[config.mk]
export PLATFORM = sky130hd
export DESIGN_NAME = alu_ctrl
export DESIGN_NICKNAME = d
export VERILOG_FILES = /design/src/rtl/alu_ctrl.sv
export SDC_FILE = /design/constraint.sdc
export NUM_CORES = 1
export LEC_CHECK = 0
export ABC_AREA = 1
export BUFFER_PORTS_ARGS = -buffer_cell sky130_fd_sc_hd__buf_2
export CELL_PAD_IN_SITES_DETAIL_PLACEMENT = 1
export CELL_PAD_IN_SITES_GLOBAL_PLACEMENT = 2
export CORE_ASPECT_RATIO = 1.25
export CORE_MARGIN = 8
export CORE_UTILIZATION = 33
export DETAILED_ROUTE_END_ITERATION = 8
export GPL_ROUTABILITY_DRIVEN = 0
export PLACE_DENSITY_LB_ADDON = 0.25
export SYNTH_ARGS = -nofsm -noshare
export SYNTH_HDL_FRONTEND = slang
export SYNTH_SLANG_ARGS = --single-unit
export TNS_END_PERCENT = 50
[constraint.sdc]
create_clock -name CLK -period 6.1 [get_ports CLK]
set_input_delay 0.61 -clock CLK [delete_from_list [all_inputs] [get_ports CLK]]
set_output_delay 0.61 -clock CLK [all_outputs]
set_load 0.01 [all_outputs]
[src/rtl/alu_ctrl.sv]
// Issue/writeback controller wrapped around a registered ALU: accepts one
// instruction per 3 cycles, reads operands from an 8-entry register file and commits the result.
module alu_ctrl #(
  parameter int          DATA_W = 16,
  parameter logic [3:0]  LDI_OP = 4'd0
) (
  input  logic              CLK,
  input  logic              reset,
  input  logic              in_valid,
  output logic              in_ready,
  input  logic [15:0]       in_instr,
  output logic [3:0]        alu_op,
  output logic [DATA_W-1:0] alu_a,
  output logic [DATA_W-1:0] alu_b,
  input  logic [DATA_W-1:0] alu_out,
  output logic              done,
  output logic [DATA_W-1:0] result,
  output logic              flag_z,
  output logic              err,
  input  logic [2:0]        dbg_addr,
  output logic [DATA_W-1:0] dbg_data
);

  typedef enum logic [1:0] {IDLE, ISSUE, WB} state_t;

  state_t                  state_q, state_d;
  logic [15:0]             instr_q, instr_d;
  logic [7:0][DATA_W-1:0]  rf_q;
  logic [DATA_W-1:0]       result_q, result_d;
  logic                    flag_z_q, flag_z_d;
  logic                    wr_en;
  logic [DATA_W-1:0]       wr_data;

  logic [3:0]              op;
  logic [2:0]              rd, ra, rb;
  logic [DATA_W-1:0]       imm_ext;
  logic                    is_ldi, is_alu;

  assign op      = instr_q[15:12];
  assign rd      = instr_q[11:9];
  assign ra      = instr_q[8:6];
  assign rb      = instr_q[5:3];
  assign imm_ext = {{(DATA_W-9){1'b0}}, instr_q[8:0]};
  assign is_ldi  = (op == LDI_OP);
  assign is_alu  = !is_ldi && (op >= 4'd1) && (op <= 4'd10);

  // Operands are read from the latched instruction; the write lands only at
  // the end of WB, so an aliased rd always sees pre-write values.
  assign alu_a    = rf_q[ra];
  assign alu_b    = rf_q[rb];
  assign dbg_data = rf_q[dbg_addr];
  assign result   = result_q;
  assign flag_z   = flag_z_q;

  always_comb begin
    state_d  = state_q;
    instr_d  = instr_q;
    in_ready = 1'b0;
    alu_op   = 4'd0;
    done     = 1'b0;
    err      = 1'b0;
    wr_en    = 1'b0;
    wr_data  = alu_out;
    result_d = result_q;
    flag_z_d = flag_z_q;
    case (state_q)
      IDLE: begin
        in_ready = !reset;
        if (in_valid && !reset) begin
          state_d = ISSUE;
          instr_d = in_instr;
        end
      end
      ISSUE: begin
        // A zero opcode keeps the ALU holding its output for LDI/illegal.
        if (is_alu) alu_op = op;
        state_d = WB;
      end
      WB: begin
        done    = 1'b1;
        state_d = IDLE;
        if (is_alu) begin
          wr_en    = 1'b1;
          wr_data  = alu_out;
          result_d = alu_out;
          flag_z_d = (alu_out == '0);
        end else if (is_ldi) begin
          wr_en    = 1'b1;
          wr_data  = imm_ext;
          result_d = imm_ext;
          flag_z_d = (imm_ext == '0);
        end else begin
          err = 1'b1;
        end
      end
      default: state_d = IDLE;
    endcase
  end

  always_ff @(posedge CLK or posedge reset) begin
    if (reset) begin
      state_q  <= IDLE;
      instr_q  <= '0;
      result_q <= '0;
      flag_z_q <= 1'b0;
    end else begin
      state_q  <= state_d;
      instr_q  <= instr_d;
      result_q <= result_d;
      flag_z_q <= flag_z_d;
    end
  end

  always_ff @(posedge CLK or posedge reset) begin
    if (reset)      rf_q     <= '0;
    else if (wr_en) rf_q[rd] <= wr_data;
  end

endmodule
==> out/qor.csv, run 1 <==
metric,value,unit
crit_end,alu_a[15],
setup.worst_path.end_class,primary output,
cts_resized,0,
yosys-top-cells-count,"477 x nand2_1, 332 x o21ai_0, 163 x dfrtp_1",
dp_hpwl,27.4,mm
synth-seq-cells,163,
r2r-end,rf_q[5],
setup_viol,0,
synth_top_area_share,40.5,%
worstHoldPathType,input pin to async pin,
synth-xor-area-share,0,%
ys_top_cells_by_area,"dfrtp_1 41%, nand2_1 18%, o21ai_0 17%",
syn_area_per_cell,6.74,um2
crit_type,register to primary output,
max_freq,297,MHz
cts_tree,done,
initial_utilization,33.5,%
synth_area,10100,um2
final_util,37.9,%
post-route-period-util,55.2,%
drive_above_1_share,12.4,%
yosys.area_share.adder,0,%
tightestPinTransition,1090,ps
fin_nets,1578,
num_io_pins,110,
rr_worst_depth,9,
peakVddDrop,0.000188,V
cp.depth,8,
clock_latency,440,ps
critical-path-slowest-cell,clkinv_1,
period_needed,3360,ps
grt_usage,24.5,%
crit_fanout,59,
critical-path-max-stage-delay,640,ps
crit_buf_inv,3,
drt_iter0_markers,764,
maxSlewViolCount,0,
path_clk_slew,70,ps
clockBufferDepth,2,
ant_nets,0,
yosysTopAreaCell,dfrtp_1,
cp_top_family,buffers and inverters,
post_cts_buffers,0,
crit_path_frequent_cell,nand2_1,
rsz0062_at_grt,false,
synth.area.mux_share,0,%
cts_max_level,4,
grt_pass1_wl,67.8,mm
synth_cell_types,27,
area_growth_syn_to_layout,13.1,%
antenna_found_initial,0,
synth.most_common_cell,nand2_1,
overflow,0,
clock_skew,9.54,ps
worstPathArrival,2750,ps
rr_startpoint,instr_q[14],
synth_compound_area_share,26.4,%
avgViaCountPerCell,5.37,
crit_path_start_kind,register,
wl_per_cell,22.3,um
clock_sinks,163,
drc,0,
antennaDiodeCount,0,
finalSetupTns,0,ps
slew_headroom,27.5,%
cts_inserted_buffers,17,
worstPathCellList,"buf_4, clkinv_1, a21oi_1, o21ai_0, nand2_1, nand2_1, nand2_1, buf_2",
syn-num-nets,1532,
wl,43.6,mm
syn_inst,1494,
core,30000,um2
ys_warn_count,0,
seq_area_frac_synth,40.5,%
io_buffers,109,
synth_top_family_by_area,compound AO/OA/AOI/OAI gates,
drtPass1Iterations,5,
synthArstFlopShare,100,%
synth-simple-area-share,24.7,%
row_count,71,
synth_edf_count,0,
rrSetupSlack,3510,ps
max-cap-violations,0,
startpoint,instr_q[7],
worstPathRequired,5490,ps
cts-root-buf,clkbuf_16,
die_width,172,um
outcome,completed,
vias,10500,
p_leak,0.00530,uW
hold_buffers,0,
grt_max_degree,90,
die-area,36400,um2
synth_flop_cell,dfrtp_1,
power.total,5200,uW
power.density,457,nW/um2
hold_viol_final,0,
grt_pass1_vias,10900,
die_h,211,um
==> metal layers <==
metal | up-vias | GRT usage [%] | share of wire, %
li1 | 4966 | - | -
met1 | 5200 | 32.4 | 45
met2 | 269 | 40.5 | 48
met3 | 66 | 3.25 | 3.9
met4 | 0 | 8.34 | 2.8
met5 | - | 0 | 0
==> metrics by stage <==
| stage | hold WS (ps) | cells | area (um2) | setup slack, ps |
|---|---|---|---|---|
| finish | 120 | 1954 | 11400 | 2740 |
| global route | 122 | 1954 | 11400 | 2590 |
| CTS | 110 | 1954 | 11400 | 2730 |
| detailed placement | 469 | 1922 | 10800 | 3100 |
| global placement | 464 | 1922 | 10800 | 3110 |
| floorplan | 469 | 1494 | 10100 | 1090 |
==> cell usage in the layout, fill, tap and decap left out, types with 2 or more instances in the layout <==
cell and n:
buf_4 18, nand2_1 477, buf_2 109, dfrtp_2 4
nor2_1 110, o21ai_1 53, nor2_4 8, clkinvlp_4 2
clkinv_1 4, clkinv_4 5, clkbuf_8 5, nor3_1 3
nand3_1 18, dfrtp_1 159, nand2_2 3, a21oi_1 124
clkbuf_16 17, bufinv_16 2, inv_1 81, nor2_8 2
o21ai_0 332, o21ai_4 7, inv_2 4
==> logic make-up after synthesis <==
kind of cell / count (synthesis)
AOI/OAI and AO/OA: 516
and+or+nand+nor: 624
buffers and inverters: 191
DFF: 163
==> report_power, final <==
group	switching (uW)	total [uW]	internal (uW)
clock	482	1140	661
combinational	1370	2060	689
sequential	426	2000	1570
==> worst register-to-register path, cell delays in order (launching register included) <==
cell and delay (ps):
dfrtp_1 410, inv_1 110, nand2_1 90, nand2_2 130, nand2_4 320, nor2_2 490
buf_4 370, inv_2 310, nand2_1 160, nand2_1 70
==> registers in the layout, summed over array words and instances (netlist names) <==
signal and cells:
instr_q 16, result 16, rf_q 128, flag_z 1
state_q 2
==> layout make-up <==
| cell class | instances | area [um2] |
|---|---|---|
| fill | 3918 | 18600 |
| multi-input combinational | 1140 | 5150 |
| sequential | 163 | 4080 |
| timing repair buffer | 127 | 681 |
| tap | 401 | 502 |
| clock buffer | 22 | 494 |
| inverter | 91 | 349 |
| clock inverter | 10 | 124 |
==> worst min path at each step <==
stage               startpoint     endpoint  slack, ps  depth (start not counted)
global route             reset  instr_q[14]        120                          2
CTS                      reset   state_q[0]        110                          2
finish                   reset   state_q[0]        120                          2
global placement     result[2]    result[2]        460                          2
detailed placement   result[5]    result[5]        470                          2
floorplan            rf_q[111]    rf_q[111]        470                          2
Note: power is estimated with default switching activity, not from simulation.
==> run 2: changes to the inputs <==
--- a/config.mk
+++ b/config.mk
@@ -5,13 +5,13 @@
 export SDC_FILE = /design/constraint.sdc
 export NUM_CORES = 1
 export LEC_CHECK = 0
-export ABC_AREA = 1
+export ABC_AREA = 0
 export BUFFER_PORTS_ARGS = -buffer_cell sky130_fd_sc_hd__buf_2
 export CELL_PAD_IN_SITES_DETAIL_PLACEMENT = 1
 export CELL_PAD_IN_SITES_GLOBAL_PLACEMENT = 2
 export CORE_ASPECT_RATIO = 1.25
 export CORE_MARGIN = 8
-export CORE_UTILIZATION = 33
+export CORE_UTILIZATION = 40
 export DETAILED_ROUTE_END_ITERATION = 8
 export GPL_ROUTABILITY_DRIVEN = 0
 export PLACE_DENSITY_LB_ADDON = 0.25
==> constraint.sdc (replaced) <==
create_clock -name CLK -period 3.17 [get_ports CLK]
set_input_delay 0.317 -clock CLK [delete_from_list [all_inputs] [get_ports CLK]]
set_output_delay 0.317 -clock CLK [all_outputs]
set_load 0.01 [all_outputs]
==> run 2 against run 1 <==
  * Combinational power increased by 100%
  * Clock-buffer cell count decreased by 4
  * Sequential share of layout area increased by 2.3 points
  * Routed wire length decreased by 35%
  * Hold slack got worse by 59 ps
  * First-iteration DRC count decreased by 53%
  * Power increased by 99%
  * Synthesized cell count decreased by 49%
  * Via count decreased by 35%
  * Clock power increased by 97%
  * Critical path type unchanged
==> out/qor.csv, run 2 <==
metric,value,unit,change
cts_tree,done,,
crit_path_start_kind,register,,
outcome,completed,,
syn-num-nets,799,,-48%
die-area,27700,um2,-24%
clockBufferDepth,2,,unchanged
synth_top_area_share,45.1,%,+4.6 points
grt_usage,21.3,%,-3.2 points
drive_above_1_share,39.2,%,+27 points
num_io_pins,110,,unchanged
syn_area_per_cell,11.9,um2,+76%
power.density,968,nW/um2,+110%
maxSlewViolCount,0,,unchanged
max_freq,359,MHz,
rr_worst_depth,5,,-4
antenna_found_initial,0,,unchanged
yosys-top-cells-count,"170 x nand2_1, 163 x dfrtp_1, 129 x o21ai_0",,
io_buffers,109,,unchanged
post-route-period-util,87.9,%,
initial_utilization,40.7,%,+7.2 points
path_clk_slew,60,ps,about the same
cts-root-buf,clkbuf_16,,
overflow,0,,unchanged
clock_latency,430,ps,about the same
max-cap-violations,0,,unchanged
worstPathRequired,2850,ps,-2640 ps
wl_per_cell,24.4,um,+9.6%
yosysTopAreaCell,dfrtp_1,,
dp_hpwl,18.5,mm,-33%
area_growth_syn_to_layout,18.4,%,
syn_inst,761,,-49%
synth_flop_cell,dfrtp_1,,
wl,28.1,mm,-35%
vias,6822,,-35%
cts_inserted_buffers,17,,unchanged
whs,61.4,ps,-58.8 ps
hold_buffers,0,,unchanged
setup.worst_path.end_class,primary output,,
crit_end,alu_b[4],,
row_count,61,,-14%
final_common_cell,nand2_1,,
setup_viol,0,,unchanged
rsz0062_at_grt,false,,
grt_max_degree,66,,-27%
rrSetupSlack,950,ps,-2560 ps
synth_area,9050,um2,-10%
grt_pass1_vias,7676,,-29%
drtPass1Iterations,4,,-1
rr_startpoint,instr_q[12],,
crit_type,register to primary output,,
worstHoldPathType,input pin to async pin,,
grt_pass1_wl,44.7,mm,-34%
worstPathArrival,2470,ps,-280 ps
hold_viol_final,0,,unchanged
avgViaCountPerCell,5.93,,+10%
fin_nets,895,,-43%
ys_top_cells_by_area,"dfrtp_1 45%, mux4_2 24%, mux2_2 7.8%",,
synthArstFlopShare,100,%,unchanged
synth_edf_count,0,,unchanged
r2r-end,rf_q[71],,
p_leak,0.00460,uW,-13%
regMostFlops,rf_q,,
core,22200,um2,-26%
largest_register_ffs,128,,unchanged
tightestPinTransition,865,ps,-221 ps
seq_area_frac_synth,45.1,%,+4.6 points
ys_warn_count,0,,unchanged
finalSetupTns,0,ps,unchanged
stdcell_count,1151,,-41%
crit_fanout,16,,-73%
place_inst,1121,,-42%
period_needed,2790,ps,
drc,0,,unchanged
cts_max_level,4,,unchanged
drt_iter0_markers,357,,-53%
slew_headroom,42.2,%,+15 points
peakVddDrop,0.000402,V,+110%
die_h,184,um,-13%
ant_nets,0,,unchanged
synth-seq-cells,163,,unchanged
die_width,151,um,-13%
post_cts_buffers,0,,unchanged
clock_skew,6.98,ps,-2.55 ps
synth_cell_types,34,,+26%
mostFrequentLayoutCells,"170 x nand2_1, 161 x dfrtp_1, 129 x o21ai_0",,
cts_resized,0,,unchanged
antennaDiodeCount,0,,unchanged
synth.most_common_cell,nand2_1,,
startpoint,instr_q[3],,
clock_sinks,163,,unchanged
## run 2: worst max-delay path, stage by stage (launching register included)
cell and delay, ps:
dfrtp_2 780, buf_4 330, mux4_2 520, mux2_2 270
buf_2 140
## run 2: cell type report
type	instances	area, um2
tap	283	354
clock inverter	12	208
inverter	4	18.8
multi-input combinational	533	4790
fill	2340	11500
sequential	163	4080
timing repair buffer	138	826
clock buffer	18	429
## run 2: worst min path at each step
| stage | startpoint | end |
|---|---|---|
| final | reset | instr_q[7] |
| after global routing | in_instr[9] | instr_q[9] |
| after global placement | result[15] | result[15] |
| after detailed placement | result[9] | result[9] |
| after CTS | reset | rf_q[110] |
| after floorplan | in_instr[15] | instr_q[15] |
## run 2: where the power goes
part           switching (uW)  internal, uW  total [uW]
logic                    1810          2300        4110
clock network             859          1390        2250
registers                 997          3010        4010
total                    3660          6700       10400
## run 2: cell families (layout without fill, tap and decap cells)
group                  after synthesis  count (layout)  synth area share [%]
and+or+nand+nor                    211             211                  9.65
muxes                              168             168                  33.2
DFF                                163             163                  45.1
AOI/OAI and AO/OA                  154             154                  9.13
buffers and inverters               65             172                  2.97
## run 2: per-layer routing
layer / global-route usage [%] / wire length, um / vias up
met3: 4.10 / 1260 / 36
met1: 27.1 / 12000 / 3581
met4: 6.33 / 440 / 0
met2: 36.3 / 14500 / 191
met5: 0 / 0 / -
li1: - / - / 3014
## run 2: metrics by stage
step                setup WS (ps)  power (uW)  util (%)  area (um2)
global placement              827        7880      45.3       10100
finish                        384       10400      48.2       10700
detailed placement            787        8170      45.3       10100
floorplan                     782        6600         -        9050
CTS                           317       10500      48.2       10700
global route                  252       11100      48.2       10700
==> run 3: changes to the inputs <==
--- a/config.mk
+++ b/config.mk
@@ -14,6 +14,7 @@
 export CORE_UTILIZATION = 40
 export DETAILED_ROUTE_END_ITERATION = 8
 export GPL_ROUTABILITY_DRIVEN = 0
+export MAX_ROUTING_LAYER = met4
 export PLACE_DENSITY_LB_ADDON = 0.25
 export SYNTH_ARGS = -nofsm -noshare
 export SYNTH_HDL_FRONTEND = slang
==> run 3 against run 2 <==
  * Worst setup slack better by 4.5 ps
  * Final cell count stayed put
  * Core utilization stayed put
  * Critical endpoint unchanged
  * Design area stayed put
  * Clock skew hardly changed
  * Sequential share of layout area stayed put
  * Highest routed layer unchanged
  * Die area stayed put
  * Flip-flop and latch count stayed put
  * Clock-buffer cell count stayed put
  * Via count is 0.16% higher
==> out/qor.csv, run 3 (synthesis gave the netlist of run 2 again) <==
metric,value,unit,change
outcome,completed,,
worstHoldPathType,input pin to async pin,,
r2r-end,rf_q[71],,
overflow,0,,unchanged
crit_path_start_kind,register,,
antennaDiodeCount,0,,unchanged
setup_viol,0,,unchanged
worstPathArrival,2460,ps,about the same
crit_type,register to primary output,,
die-area,27700,um2,unchanged
crit_fanout,16,,unchanged
die_h,184,um,unchanged
grt_max_degree,66,,unchanged
post_cts_buffers,0,,unchanged
power.density,968,nW/um2,about the same
rsz0062_at_grt,false,,
clock_latency,430,ps,about the same
die_width,151,um,unchanged
final_util,48.2,%,unchanged
core,22200,um2,unchanged
rrSetupSlack,940,ps,about the same
antenna_found_initial,0,,unchanged
setup.worst_path.end_class,primary output,,
post-route-period-util,87.7,%,-0.14 points
cts_inserted_buffers,17,,unchanged
drive_above_1_share,39.2,%,unchanged
avgViaCountPerCell,5.94,,+0.16%
initial_utilization,40.7,%,unchanged
ant_nets,0,,unchanged
row_count,61,,unchanged
drtPass1Iterations,5,,+1
hold_buffers,0,,unchanged
clockBufferDepth,2,,unchanged
peakVddDrop,0.000404,V,+0.67%
finalSetupTns,0,ps,unchanged
wl_per_cell,24.4,um,-0.17%
clock_skew,6.49,ps,-0.493 ps
cts_tree,done,,
p_leak,0.00460,uW,unchanged
drc,0,,unchanged
vias,6833,,+0.16%
worstPathCellList,"buf_4, mux4_2, mux2_2, buf_2",,
hold_viol_final,0,,unchanged
regMostFlops,rf_q,,
critical-path-max-stage-delay,780,ps,about the same
path_clk_slew,60,ps,about the same
worstPathRequired,2850,ps,about the same
cts_max_level,4,,unchanged
grt_pass1_wl,44.7,mm,about the same
fin_nets,895,,unchanged
whs,64.7,ps,+3.27 ps
final_common_cell,nand2_1,,
slew_headroom,41.5,%,-0.75 points
max-cap-violations,0,,unchanged
clock_sinks,163,,unchanged
period_needed,2780,ps,-4.47 ps
drt_iter0_markers,375,,+5.0%
area_growth_syn_to_layout,18.4,%,unchanged
stdcell_count,1151,,unchanged
mostFrequentLayoutCells,"170 x nand2_1, 161 x dfrtp_1, 129 x o21ai_0",,
io_buffers,109,,unchanged
largest_register_ffs,128,,unchanged
dp_hpwl,18.5,mm,unchanged
cts_resized,0,,unchanged
tightestPinTransition,876,ps,+11.2 ps
critical-path-slowest-cell,dfrtp_2,,
grt_usage,22.0,%,+0.64 points
maxSlewViolCount,0,,unchanged
rr_startpoint,instr_q[12],,
place_inst,1121,,unchanged
cts-root-buf,clkbuf_16,,
max_freq,360,MHz,+0.16%
wl,28.1,mm,-0.17%
num_io_pins,110,,unchanged
rr_worst_depth,5,,unchanged
grt_pass1_vias,7675,,-0.013%
run 3: layer usage:
| metal | part of all wire, % | vias to the layer above | routed length (um) | global-route usage (%) |
|---|---|---|---|---|
| li1 | - | 3017 | - | - |
| met1 | 43 | 3597 | 11900 | 27.5 |
| met2 | 52 | 181 | 14500 | 36.3 |
| met3 | 4.1 | 38 | 1160 | 3.19 |
| met4 | 1.6 | 0 | 446 | 6.81 |
| met5 | 0 | - | 0 | - |
run 3: power breakdown:
part	switching, uW	internal, uW	total [uW]
clock	859	1390	2250
combinational	1810	2300	4110
sequential	993	3010	4000
total	3660	6700	10400
run 3: area by class of cell:
class                   instances  area (um2)
fillers                      2340       11500
repair buffers                138         826
inverters                       4        18.8
flip-flops and latches        163        4080
clock inverters                12         208
well taps                     283         354
clock buffers                  18         429
multi-input cells             533        4790
run 3: worst max path at each step:
| stage | start | endpoint | slack, ps | depth (start not counted) |
|---|---|---|---|---|
| 4_1_cts | instr_q[3] | alu_b[4] | 320 | 4 |
| 3_3_place_gp | instr_q[3] | alu_b[4] | 830 | 4 |
| 3_5_place_dp | instr_q[3] | alu_b[4] | 790 | 4 |
| 2_1_floorplan | reset | flag_z | 780 | 1 |
| 5_1_grt | instr_q[3] | alu_b[7] | 250 | 4 |
| 6_report | instr_q[3] | alu_b[4] | 390 | 4 |
run 3: worst max-delay path, delay by kind of cell (launching register included):
kind	cells	cell delay, ps
muxes	2	790
buffers and inverters	2	470
DFF	1	780
run 3: per-stage QoR:
step	setup WS (ps)	total power, uW	area [um2]
detailed placement	787	8170	10100
CTS	317	10500	10700
finish	389	10400	10700
global placement	827	7880	10100
floorplan	782	6600	9050
global route	254	11100	10700
